## src/rtl/id_ex_reg.sv

```systemverilog
// ID/EX pipeline register: a single stage with stall (hold), flush (NOP bubble) and async active-low reset.
// Optional ID_EX_TRACE_EN adds the InstrD/InstrE passthrough and a saturating BubbleCountE counter.
module id_ex_reg (
  input  logic        clk,
  input  logic        rst,
  input  logic        StallE,
  input  logic        FlushE,
  input  logic        ValidD,
  input  logic        RegWriteD,
  input  logic [1:0]  ResultSrcD,
  input  logic        MemWriteD,
  input  logic        JumpD,
  input  logic        BranchD,
  input  logic [2:0]  ALUControlD,
  input  logic        ALUSrcD,
  input  logic [2:0]  funct3D,
  input  logic [31:0] RD1D,
  input  logic [31:0] RD2D,
  input  logic [31:0] PCD,
  input  logic [31:0] PCPlus4D,
  input  logic [31:0] ImmExtD,
  input  logic [4:0]  Rs1D,
  input  logic [4:0]  Rs2D,
  input  logic [4:0]  RdD,
`ifdef ID_EX_TRACE_EN
  input  logic [31:0] InstrD,
  output logic [31:0] InstrE,
  output logic [15:0] BubbleCountE,
`endif
  output logic        ValidE,
  output logic        RegWriteE,
  output logic [1:0]  ResultSrcE,
  output logic        MemWriteE,
  output logic        JumpE,
  output logic        BranchE,
  output logic [2:0]  ALUControlE,
  output logic        ALUSrcE,
  output logic [2:0]  funct3E,
  output logic [31:0] RD1E,
  output logic [31:0] RD2E,
  output logic [31:0] PCE,
  output logic [31:0] PCPlus4E,
  output logic [31:0] ImmExtE,
  output logic [4:0]  Rs1E,
  output logic [4:0]  Rs2E,
  output logic [4:0]  RdE
);

  typedef struct packed {
    logic        valid;
    logic        reg_write;
    logic [1:0]  result_src;
    logic        mem_write;
    logic        jump;
    logic        branch;
    logic [2:0]  alu_control;
    logic        alu_src;
    logic [2:0]  funct3;
    logic [31:0] rd1;
    logic [31:0] rd2;
    logic [31:0] pc;
    logic [31:0] pc_plus4;
    logic [31:0] imm_ext;
    logic [4:0]  rs1;
    logic [4:0]  rs2;
    logic [4:0]  rd;
`ifdef ID_EX_TRACE_EN
    logic [31:0] instr;
`endif
  } ex_slot_t;

  ex_slot_t slot_d, slot_q;

  // Side-effecting controls are gated by ValidD so an invalid slot can never write or redirect.
  always_comb begin
    slot_d             = '0;
    slot_d.valid       = ValidD;
    slot_d.reg_write   = RegWriteD & ValidD;
    slot_d.result_src  = ResultSrcD;
    slot_d.mem_write   = MemWriteD & ValidD;
    slot_d.jump        = JumpD & ValidD;
    slot_d.branch      = BranchD & ValidD;
    slot_d.alu_control = ALUControlD;
    slot_d.alu_src     = ALUSrcD;
    slot_d.funct3      = funct3D;
    slot_d.rd1         = RD1D;
    slot_d.rd2         = RD2D;
    slot_d.pc          = PCD;
    slot_d.pc_plus4    = PCPlus4D;
    slot_d.imm_ext     = ImmExtD;
    slot_d.rs1         = Rs1D;
    slot_d.rs2         = Rs2D;
    slot_d.rd          = RdD;
`ifdef ID_EX_TRACE_EN
    slot_d.instr       = InstrD;
`endif
  end

  // Flush wins over stall; an all-zero slot is the NOP encoding.
  always_ff @(posedge clk or negedge rst) begin
    if (!rst)         slot_q <= '0;
    else if (FlushE)  slot_q <= '0;
    else if (!StallE) slot_q <= slot_d;
  end

  assign ValidE      = slot_q.valid;
  assign RegWriteE   = slot_q.reg_write;
  assign ResultSrcE  = slot_q.result_src;
  assign MemWriteE   = slot_q.mem_write;
  assign JumpE       = slot_q.jump;
  assign BranchE     = slot_q.branch;
  assign ALUControlE = slot_q.alu_control;
  assign ALUSrcE     = slot_q.alu_src;
  assign funct3E     = slot_q.funct3;
  assign RD1E        = slot_q.rd1;
  assign RD2E        = slot_q.rd2;
  assign PCE         = slot_q.pc;
  assign PCPlus4E    = slot_q.pc_plus4;
  assign ImmExtE     = slot_q.imm_ext;
  assign Rs1E        = slot_q.rs1;
  assign Rs2E        = slot_q.rs2;
  assign RdE         = slot_q.rd;

`ifdef ID_EX_TRACE_EN
  logic [15:0] bubble_q;
  logic        bubble_evt;

  // A bubble is a flush, or a non-stalled load of an invalid decode slot.
  assign bubble_evt = FlushE | (~StallE & ~ValidD);

  always_ff @(posedge clk or negedge rst) begin
    if (!rst)                                  bubble_q <= '0;
    else if (bubble_evt && bubble_q != 16'hFFFF) bubble_q <= bubble_q + 16'd1;
  end

  assign InstrE       = slot_q.instr;
  assign BubbleCountE = bubble_q;
`endif

endmodule

```

## config.mk

```make
export PLATFORM = sky130hd
export DESIGN_NAME = id_ex_reg
export DESIGN_NICKNAME = d
export VERILOG_FILES = /design/src/rtl/id_ex_reg.sv
export SDC_FILE = /design/constraint.sdc
export NUM_CORES = 1
export LEC_CHECK = 0
export BUFFER_PORTS_ARGS = -buffer_cell sky130_fd_sc_hd__buf_4
export CAP_MARGIN = 20
export CORE_AREA = 5 5 147 149
export CTS_CLUSTER_SIZE = 24
export DETAILED_ROUTE_END_ITERATION = 10
export DIE_AREA = 0 0 152 154
export PLACE_DENSITY = 0.72
export SLEW_MARGIN = 30
export SYNTH_ARGS = -nofsm -noshare
export SYNTH_HDL_FRONTEND = slang
export SYNTH_SLANG_ARGS = --single-unit
```

## constraint.sdc

```tcl
create_clock -name clk -period 1.8 [get_ports clk]
set_input_delay 0.36 -clock clk [delete_from_list [all_inputs] [get_ports clk]]
set_output_delay 0.36 -clock clk [all_outputs]
set_load 0.005 [all_outputs]
```

# ---- After elaboration in Yosys (flattened, before gate mapping)
# Index checks and enable logic that the tools add are counted.
dict set report totals {
  ramBits 0
  word_cells 24
  latchBits 0
  reg_bits 189
  rom_bits 0
  n_memories 0
  output_inout_bits 189
  inputBits 193
}
dict set report classes {
  n_reduce_logical 0
  div 0
  multipliers 0
  shift 0
  add_sub_neg 0
  muxes 2
  bitwise 4
  eq_ne 1
  order_cmp 0
}
# operator n
set ops {}
lappend ops {{$mux 189} 2}
lappend ops {{$and 1x1->1} 4}
lappend ops {{$ne 2x1->1 const B} 1}

# ---- Longest topological paths before layout
dict set report logic_depth {
  word_depth 3
  depth_mapped 5
  ltp_nobuf 2
}

# ---- Least setup slack after synthesis
# OpenSTA, ideal clock, no wires.
dict set report synth_timing {
  path_type {input-to-reg}
  start {input StallE}
  end {register slot_q (netlist bit ImmExtE[0])}
  t_arrival_ns 1.006
  path_buffers 3
  setup_time_ns 0.132
  setup_slack_ns 0.662
  stages 5
  path_cell_list {buf_4 -> buf_12 -> buf_12 -> mux2i_1 -> nor2_1}
}
dict set report synth_between {
  elab_chain_len 1
}
# element line_no
set synth_lines {}
lappend synth_lines {{start, declared} 6} ;# input logic StallE,
lappend synth_lines {{$ne 2x1->1 (no line)} -}
lappend synth_lines {{end signal, assigned} 103} ;# else if (!StallE) slot_q <= slot_d;
lappend synth_lines {{end, declared} 72} ;# ex_slot_t slot_d, slot_q;
# Every way passes these cells.
# A chain may end at the register's enable or synchronous reset.

# ---- Worst setup path in the final report
dict set report layout_timing {
  start {register slot_q (netlist bit PCE[17])}
  end {output PCE[17]}
}
# element line_no
set layout_lines {}
lappend layout_lines {{end, declared} 41} ;# output logic [31:0] PCE,
# No word-level cell between the ends.

==> reports/qor.csv <==
metric,value,unit
clock buffer depth,2,
Post-CTS Resized,0,
clock root buffer,clkbuf_16,
diode count,0,
Post-Layout Cell Count,1281,
crit-path max cell delay,0.41,ns
setup_tns,0,ns
routed len/inst,17.6,µm
synth top area cells,"dfrtp_1, mux2i_1, nor2_1, buf_12, buf_8",
crit share post-route,0.740,
global placement routability congestion,0.809,
Tmin final,1.33,ns
Yosys top cell area share,0.607,
Skew-Pair Late Insertion Delay,0.42,ns
Fillers,1797,
library cells used by synthesis,12,
Worst setup EP type,output pin,
R2R depth,2,
RR Endpoint,PCE[10]$_DFFE_PN0P_,
hold slack,0.173,ns
"IR drop worst, VDD",0.577,mV
vias after detailed routing,5896,
Iter 0 DRT Violations,245,
relative slew slack,0.754,
Routed WL,22500,µm
WHS Path Cells,3,
leakage,0.00634,µW
CP max FO,2,
1st-pass router iterations,5,
synth-to-layout area growth,47.0,%
Setup-failing EPs final,0,
status,"complete, no violations",
cell count after synthesis,614,
final hold vios,0,
max-cap violations,0,
htree depth,4,
Synth Warn #,0,
DRC,0,
"area leader, netlist",dfrtp_1,
Final HPWL DP,17200,µm
Die Ht,154,µm
Final ANT Viol Nets,0,
fmax,0.751,GHz
Mapped Area,7800,µm²
critical path data required time,1.44,ns
die width,152,µm
final max-slew violation count,0,
"leading cell type in the layout, fill and taps excluded",buf_4,
HP Start,ALUControlD[0],
Reg-to-Reg Start,PCE[10]$_DFFE_PN0P_,
critical setup path kind,register to output pin,
dpl cells,1249,
share of layout cells above drive strength 1,0.434,
Synth Area per Inst,12.7,µm²
TritonCTS clock tree,yes,
worst slew pin tran,0.368,ns
"delay-heaviest family, CP",flip-flops,
Setup Skew,0,ns
Startpoint Class,register,
clk slew on worst S/H paths,0.08,ns
global-route wire length before repair,35000,µm
Hold Path End,ALUControlE[0]$_DFFE_PN0P_,
Reg2Reg Setup Slack,1.05,ns
largest net degree at the start of global routing,44,
worst min-delay path category,primary input to register,
slowest CP cell,dfrtp_1,
RSZ-0062 raised after global routing,no,
global-route usage over all layers,0.188,
number of vias per cell,4.60,
Sink Count,189,
port bufs,381,
Hold Buf Count CTS,1,
sequential element share of the synthesized area,0.607,
CP Cell Sequence,buf_4,
PD cells,851,nW/µm²
io pins,382,
CTS Buf Count,17,
antenna violations before repair,0,
"Buf+Inv Stages, Crit Path",1,
die area,23400,µm²
area of the core,20000,µm²
Initial Util,0.389,
most frequent cells in the layout,"buf_4, dfrtp_1, mux2i_1, nor2_1, clkbuf_16",
Final #Nets,1192,
number of global-route vias before repair,6261,
Worst EP arrival,0.97,ns
total congestion overflow,0,
register bit total from synthesis,189,
Post-CTS Repair Setup Buffers,0,
Post-Syn Nets,807,
row count,52,
## cell usage after synthesis (all sizes together)
library cell,number
mux2i,185
a21oi,4
nor2,185
nand3b,4
dfrtp,189
buf,36
nand2,4
clkbuf,7
## worst max-delay path by stage
stage,start,end,slack [ns],cells after the start
2_1_floorplan,StallE,ImmExtE[0]$_DFFE_PN0P_,0.66,5
3_3_place_gp,StallE,RD2E[30]$_DFFE_PN0P_,0.45,4
6_report,PCE[17]$_DFFE_PN0P_,PCE[17],0.47,1
5_1_grt,RdE[0]$_DFFE_PN0P_,RdE[0],0.42,1
4_1_cts,PCE[17]$_DFFE_PN0P_,PCE[17],0.43,1
3_5_place_dp,StallE,RD2E[11]$_DFFE_PN0P_,0.40,4
## sequential cells by signal, summed over array words and instances (netlist names), 2 cells and up
name	cells
ImmExtE	32
PCE	32
PCPlus4E	32
RD1E	32
RD2E	32
RdE	5
Rs1E	5
Rs2E	5
ALUControlE	3
funct3E	3
ResultSrcE	2
## metal layers
layer / routed length, µm / vias to the layer above / share of wire / global-route usage
li1: - / 2808 / - / -
met1: 8930 / 2831 / 0.40 / 0.222
met2: 11600 / 229 / 0.51 / 0.326
met3: 1500 / 28 / 0.067 / 0.0573
met4: 501 / 0 / 0.022 / 0.0638
met5: 0 / - / 0 / 0
## cell families (layout without fill, tap and decap cells)
logic type,after synthesis,in the layout,synth area share
compound gates,4,4,0.00257
buf+inv,43,440,0.0584
flops,189,189,0.607
mux,185,185,0.238
simple gates,193,193,0.0948
## power breakdown
group	switching [µW]	total, µW	internal [µW]
sequential	134	4610	4480
combinational	625	1470	850
clock	1760	3660	1910
## area by class of cell
type	count	area, µm²	share of cell area
clock buffer	19	453	0.0395
clock inverter	12	125	0.0109
multi-input combinational	382	2610	0.228
sequential	189	4730	0.413
tap	270	338	0.0295
timing repair buffer	409	3200	0.279
## metrics by stage
| stage | power [µW] | worst slack [ns] | area, µm² | utilization |
|---|---|---|---|---|
| finish | 9750 | 0.468 | 11500 | 0.572 |
| global route | 10200 | 0.424 | 11500 | 0.572 |
| CTS | 9910 | 0.429 | 11500 | 0.572 |
| detailed placement | 6200 | 0.396 | 10900 | 0.542 |
| global placement | 6170 | 0.445 | 10900 | 0.542 |
| floorplan | 5280 | 0.662 | 7800 | - |
No activity file was read; power rests on OpenSTA's default activity.
